## src/rtl/frame_arb_pkg.sv

```systemverilog
// Shared types and constants for the frame capture arbiter: FSM states,
// error codes and the beat-counter width helper.
package frame_arb_pkg;

  typedef enum logic [2:0] {
    S_IDLE,
    S_ISSUE,
    S_WAIT,
    S_STREAM,
    S_DONE,
    S_ERR
  } state_t;

  localparam logic [1:0] ERR_NONE    = 2'd0;
  localparam logic [1:0] ERR_TIMEOUT = 2'd1;
  localparam logic [1:0] ERR_LEN     = 2'd2;
  localparam logic [1:0] ERR_SPUR    = 2'd3;

  // Room for RAM_DEEP+1 so an overlong frame is detectable on the extra beat.
  function automatic int beat_cnt_w(input int ram_deep);
    return $clog2(ram_deep + 2);
  endfunction

endpackage

```

## src/rtl/frame_capture_arbiter_rr_arbiter.sv

```systemverilog
// Combinational round-robin pick: first set request at or above ptr, with wrap.
module rr_arbiter #(
  parameter int NUM_REQ = 4,
  parameter int IDX_W   = $clog2(NUM_REQ)
) (
  input  logic [NUM_REQ-1:0] req,
  input  logic [IDX_W-1:0]   ptr,
  output logic [NUM_REQ-1:0] gnt,
  output logic [IDX_W-1:0]   idx,
  output logic               any
);

  int         jj;
  logic [IDX_W-1:0] j;

  always_comb begin
    gnt = '0;
    idx = '0;
    any = 1'b0;
    jj  = 0;
    j   = '0;
    for (int i = 0; i < NUM_REQ; i++) begin
      jj = (int'(ptr) + i) % NUM_REQ;
      j  = IDX_W'(jj);
      if (!any && req[j]) begin
        any    = 1'b1;
        idx    = j;
        gnt[j] = 1'b1;
      end
    end
  end

endmodule

```

## src/rtl/frame_capture_arbiter.sv

```systemverilog
// Shares one frame capture buffer among NUM_REQ consumers: round-robin grant,
// held capture request, read-out beat tracking, timeout and length checking.
module frame_capture_arbiter
  import frame_arb_pkg::*;
#(
  parameter int NUM_REQ  = 4,
  parameter int RAM_DEEP = 2048,
  parameter int REQ_HOLD = 16,
  parameter int TIMEOUT  = 65535
) (
  input  logic               rd_clk,
  input  logic               rst_n,
  input  logic [NUM_REQ-1:0] req_i,
  output logic [NUM_REQ-1:0] grant_o,
  output logic [NUM_REQ-1:0] done_o,
  output logic               err_o,
  output logic [1:0]         err_code_o,
  output logic               fifo_request,
  input  logic               fifo_data_vaild,
  input  logic               fifo_data_tlast,
  output logic               busy_o,
  output logic [15:0]        frame_cnt_o
);

  localparam int IDX_W  = $clog2(NUM_REQ);
  localparam int BEAT_W = beat_cnt_w(RAM_DEEP);
  localparam int HOLD_W = $clog2(REQ_HOLD + 1);
  localparam int TMR_W  = $clog2(TIMEOUT + 1);
  localparam logic [BEAT_W-1:0] BEAT_ONE  = BEAT_W'(1);
  localparam logic [BEAT_W-1:0] BEAT_LAST = BEAT_W'(RAM_DEEP);
  localparam logic [BEAT_W-1:0] BEAT_OVER = BEAT_W'(RAM_DEEP + 1);
  localparam logic [HOLD_W-1:0] HOLD_END  = HOLD_W'(REQ_HOLD);
  localparam logic [TMR_W-1:0]  TMR_END   = TMR_W'(TIMEOUT - 1);
  localparam logic [IDX_W-1:0]  IDX_MAX   = IDX_W'(NUM_REQ - 1);

  state_t              state_q, state_d;
  logic [IDX_W-1:0]    idx_q, ptr_q;
  logic [NUM_REQ-1:0]  gnt_q;
  logic [HOLD_W-1:0]   hold_q, hold_d;
  logic [TMR_W-1:0]    tmr_q, tmr_d;
  logic [BEAT_W-1:0]   beat_q, beat_d, beat_nx;
  logic [1:0]          code_d, err_code_q;
  logic                err_q, spur;
  logic [15:0]         frame_cnt_q;
  logic [NUM_REQ-1:0]  arb_gnt;
  logic [IDX_W-1:0]    arb_idx;
  logic                arb_any;

  rr_arbiter #(.NUM_REQ(NUM_REQ), .IDX_W(IDX_W)) u_arb (
    .req (req_i),
    .ptr (ptr_q),
    .gnt (arb_gnt),
    .idx (arb_idx),
    .any (arb_any)
  );

  // Stream activity outside a capture window is flagged, never counted.
  assign spur = ((state_q == S_IDLE) || (state_q == S_ISSUE)) &&
                (fifo_data_vaild || fifo_data_tlast);

  always_comb begin
    state_d = state_q;
    hold_d  = hold_q;
    tmr_d   = tmr_q;
    beat_d  = beat_q;
    beat_nx = beat_q + 1'b1;
    code_d  = ERR_NONE;
    case (state_q)
      S_IDLE: if (arb_any) begin
        state_d = S_ISSUE;
        hold_d  = HOLD_W'(1);
      end
      S_ISSUE: if (hold_q == HOLD_END) begin
        state_d = S_WAIT;
        tmr_d   = '0;
      end else begin
        hold_d = hold_q + 1'b1;
      end
      S_WAIT: if (fifo_data_vaild) begin
        beat_d = BEAT_ONE;
        tmr_d  = '0;
        if (!fifo_data_tlast)       state_d = S_STREAM;
        else if (BEAT_ONE == BEAT_LAST) state_d = S_DONE;
        else begin state_d = S_ERR; code_d = ERR_LEN; end
      end else if (tmr_q == TMR_END) begin
        state_d = S_ERR;
        code_d  = ERR_TIMEOUT;
      end else begin
        tmr_d = tmr_q + 1'b1;
      end
      S_STREAM: if (fifo_data_vaild) begin
        beat_d = beat_nx;
        tmr_d  = '0;
        if (fifo_data_tlast) begin
          if (beat_nx == BEAT_LAST) state_d = S_DONE;
          else begin state_d = S_ERR; code_d = ERR_LEN; end
        end else if (beat_nx == BEAT_OVER) begin
          state_d = S_ERR;
          code_d  = ERR_LEN;
        end
      end else if (tmr_q == TMR_END) begin
        state_d = S_ERR;
        code_d  = ERR_TIMEOUT;
      end else begin
        tmr_d = tmr_q + 1'b1;
      end
      S_DONE:  state_d = S_IDLE;
      S_ERR:   state_d = S_IDLE;
      default: state_d = S_IDLE;
    endcase
  end

  always_ff @(posedge rd_clk or negedge rst_n) begin
    if (!rst_n) begin
      state_q     <= S_IDLE;
      idx_q       <= '0;
      ptr_q       <= '0;
      gnt_q       <= '0;
      hold_q      <= '0;
      tmr_q       <= '0;
      beat_q      <= '0;
      err_q       <= 1'b0;
      err_code_q  <= ERR_NONE;
      frame_cnt_q <= '0;
    end else begin
      state_q <= state_d;
      hold_q  <= hold_d;
      tmr_q   <= tmr_d;
      beat_q  <= beat_d;
      if ((state_q == S_IDLE) && arb_any) begin
        idx_q <= arb_idx;
        gnt_q <= arb_gnt;
      end
      // Winner drops to lowest priority once its transaction ends either way.
      if ((state_q == S_DONE) || (state_q == S_ERR))
        ptr_q <= (idx_q == IDX_MAX) ? '0 : idx_q + 1'b1;
      if (state_q == S_DONE)
        frame_cnt_q <= frame_cnt_q + 16'd1;
      err_q <= (state_d == S_ERR) || spur;
      if (state_d == S_ERR)
        err_code_q <= code_d;
      else if (spur)
        err_code_q <= ERR_SPUR;
    end
  end

  assign busy_o       = (state_q != S_IDLE);
  assign grant_o      = busy_o ? gnt_q : '0;
  assign done_o       = (state_q == S_DONE) ? gnt_q : '0;
  assign fifo_request = (state_q == S_ISSUE);
  assign err_o        = err_q;
  assign err_code_o   = err_code_q;
  assign frame_cnt_o  = frame_cnt_q;

endmodule

```

## config.mk

```make
export PLATFORM = sky130hd
export DESIGN_NAME = frame_capture_arbiter
export DESIGN_NICKNAME = d
export VERILOG_FILES = /design/src/rtl/frame_arb_pkg.sv /design/src/rtl/frame_capture_arbiter_rr_arbiter.sv /design/src/rtl/frame_capture_arbiter.sv
export SDC_FILE = /design/constraint.sdc
export NUM_CORES = 1
export LEC_CHECK = 0
export CORE_MARGIN = 3
export CORE_UTILIZATION = 57
export CTS_CLUSTER_SIZE = 40
export DETAILED_ROUTE_END_ITERATION = 8
export PLACE_DENSITY_LB_ADDON = 0.2
export SYNTH_ARGS = -nofsm -noshare
export SYNTH_HDL_FRONTEND = slang
export SYNTH_SLANG_ARGS = --single-unit
```

## constraint.sdc

```tcl
create_clock -name rd_clk -period 3.4 [get_ports rd_clk]
set_input_delay 0.68 -clock rd_clk [delete_from_list [all_inputs] [get_ports rd_clk]]
set_output_delay 0.68 -clock rd_clk [all_outputs]
set_load 0.05 [all_outputs]
```

==> out/metrics.csv <==
stage,metric,value,unit
power,ir_drop,0.530,mV
logic_synthesis,synth-edff-count,0,
floorplan,die_w,85.9,um
clock_tree,cts_htree_levels,3,
placement,dpl.hpwl,5.21,mm
power,p_leak,0.00187,uW
logic_synthesis,yosys.area.top_type_share,43.3,%
floorplan,die_h,85.9,um
clock_tree,clkLatencyLatePin,0.33,ns
worst_setup_path,crit_start,state_q[1],
logic_synthesis,ys_types,51,
sta,setup_viol,0,
clock_tree,cts.reportedPaths.clkPinSlew,0.08,ns
floorplan,ios,37,
detailed_routing,drt-wirelength-per-cell,14.2,um
power,total_power,2820,uW
logic_synthesis,synth_nets,422,
floorplan,rows,28,
clock_tree,cts_tree,done,
run_status,status,"finished, final reports clean",
final_layout,drive_above_1_share,8.89,%
clock_tree,cts.sinks,63,
placement,gp_routability_congestion,0.809,
global_routing,grt.overflow.total,0,
worst_setup_path,critical_path_required,2.72,ns
final_layout,diodes,0,
worst_setup_path,end_kind,output port,
sta,drv_slew,0,
logic_synthesis,synthCells,402,
worst_hold_path,min_from,frame_cnt_o[15],
logic_synthesis,yosysTopAreaCell,dfrtp_1,
sta,max_freq,337,MHz
logic_synthesis,seq_area_frac_synth,43.3,%
logic_synthesis,netlist_top_cells_area,"dfrtp_1 43%, nand2_1 5.8%, o21ai_0 5.8%, ha_1 4.1%, nor2_1 3.6%",
worst_setup_path,crit_type,register to output port,
final_layout,final_nets,465,
detailed_routing,drc,0,
placement,io_buffers,36,
clock_tree,cts_hold_buffers,0,
logic_synthesis,ys_ff_latch,63,
clock_tree,cts_resized,0,
global_routing,grt_pass1_vias,2789,
global_routing,grt_max_degree,64,
detailed_routing,vias,3077,
clock_tree,cts_buffers,9,
worst_setup_path,r2r_start,ptr_q[1],
detailed_routing,drt-pass1-iter-count,5,
run,maxCapViolCount,0,
worst_hold_path,hp-class,register to register,
detailed_routing,vias_per_cell,5.86,
logic_synthesis,netlist_area,0.00364,sq mm
global_routing,antenna_found_initial,0,
logic_synthesis,ys_async_sr_fraction,100,%
global_routing,grt_pass1_wl,12.7,mm
sta,period_minus_slack,2.97,ns
sta,hold_ws,0.465,ns
detailed_routing,routed_wl,7.47,mm
clock_tree,postCtsSetupRepairBufs,0,
sta,clock_skew,0.00892,ns
sta,tns,0,ns
worst_setup_path,path_max_fanout,6,
clock_tree,cts_buffer_depth,2,
detailed_routing,drt_iter0_markers,179,
worst_setup_path,cp.arrival,2.29,ns
sta,grt_setup_unrepaired,false,
logic_synthesis,ys.warnings.count,0,
sta,slew_headroom,47.5,%
logic_synthesis,synth.avg_cell_area,9.05,sq um
sta,fin_crit_sh,87.3,%
sta,tightest_slew,0.788,ns
power,powerDensity,657,mW/mm^2
floorplan,start_util,60.1,%
final_layout,area_growth,18.1,%
logic_synthesis,synth_flop_cell,dfrtp_1,
sta,final_hold_viol_count,0,
worst_setup_path,start_kind,register,
clock_tree,cts_root_buffer,clkbuf_8,
floorplan,dieArea,0.00738,sq mm
global_routing,grt_usage,21.5,%
floorplan,coreArea,0.00606,sq mm
detailed_routing,ant_nets,0,
critical path: stages (launching register included):
cell and delay, ns:
dfrtp_1 0.43, nand2b_1 0.23, nor2_1 0.31, and2_1 0.18, clkdlybuf4s50_1 0.80
cell type report:
class	count	area, sq um
clock inverter	7	72.6
inverter	14	52.6
timing repair buffer	44	415
tap	75	93.8
multi-input combinational	313	1960
fill	449	1760
clock buffer	9	124
sequential	63	1580
cells by family after synthesis:
family	Yosys count	synth area share [%]
simple gates	174	23.6
mux	12	4.74
flops	63	43.3
fa+ha+maj	12	4.13
buf+inv	26	2.75
compound gates	92	16.0
xor+xnor	23	5.53
through the flow:
stage | instances | setup WS, ns | area (sq um) | utilization [%]
after floorplan | 402 | 0.459 | 3640 | -
after global placement | 509 | 0.382 | 4100 | 67.7
after detailed placement | 509 | 0.308 | 4100 | 67.7
after CTS | 525 | 0.382 | 4300 | 70.9
after global routing | 525 | 0.272 | 4300 | 70.9
final | 525 | 0.433 | 4300 | 70.9
layer usage:
layer	vias to the layer above	wire length, um	GRT usage, %	part of all wire (%)
li1	1517	-	-	-
met1	1462	3450	28.7	46
met2	82	3520	34.5	47
met3	16	342	3.65	4.6
met4	0	153	9.21	2.0
met5	-	0	0	0
cells in the final DEF (no fill, tap or decap), types with 8 or more instances in the layout:
cell             count
xnor2_1             13
nand4_1             15
inv_1               14
o21ai_0             42
nand3_1             15
dfrtp_1             63
nor2_1              35
nand2_1             56
clkbuf_8             9
buf_4                8
and2_1               8
clkdlybuf4s50_1     35
nor3_1              12
ha_1                12
a21oi_1             18
xor2_1              10
report_power, final:
| part | leakage, uW | switching [uW] | internal [uW] |
|---|---|---|---|
| logic | 0.000958 | 697 | 476 |
| clock network | 0.0000956 | 305 | 339 |
| registers | 0.000812 | 138 | 869 |
cells in the mapped netlist (2+ instances only):
cell type  number
dfrtp_1        63
nand2_1        56
o21ai_0        42
nor2_1         35
a21oi_1        18
nand3_1        15
nand4_1        15
inv_1          14
xnor2_1        13
ha_1           12
nor3_1         12
clkbuf_1       10
xor2_1         10
and2_1          8
mux2i_1         6
nor2b_1         6
nand2b_1        5
a221oi_1        4
a22o_1          4
a22oi_1         4
and3_1          4
mux4_2          4
o31ai_1         4
or2_1           3
a31oi_1         2
buf_2           2
mux2_2          2
nor3b_1         2
o211ai_1        2
o31a_1          2
o32ai_1         2
or3_1           2
path summary, 6_finish.rpt:
kind,endpoint,cells past startpoint,slack [ns]
setup reg to reg,err_code_o[1],9,0.49
setup / recovery,done_o[1],4,0.43
min in group asynchronous,beat_q[10],2,0.50
max in group asynchronous,hold_q[4],2,2.37
hold reg to reg,frame_cnt_o[15],1,0.47
hold / removal,frame_cnt_o[15],1,0.47
flip-flops by register name, indices dropped and copies added (netlist names):
name	flops
ptr_q	2
tmr_q	16
beat_q	12
state_q	3
err_o	1
gnt_q	4
err_code_o	2
frame_cnt_o	16
hold_q	5
idx_q	2
Note: power is estimated with default switching activity, not from simulation.
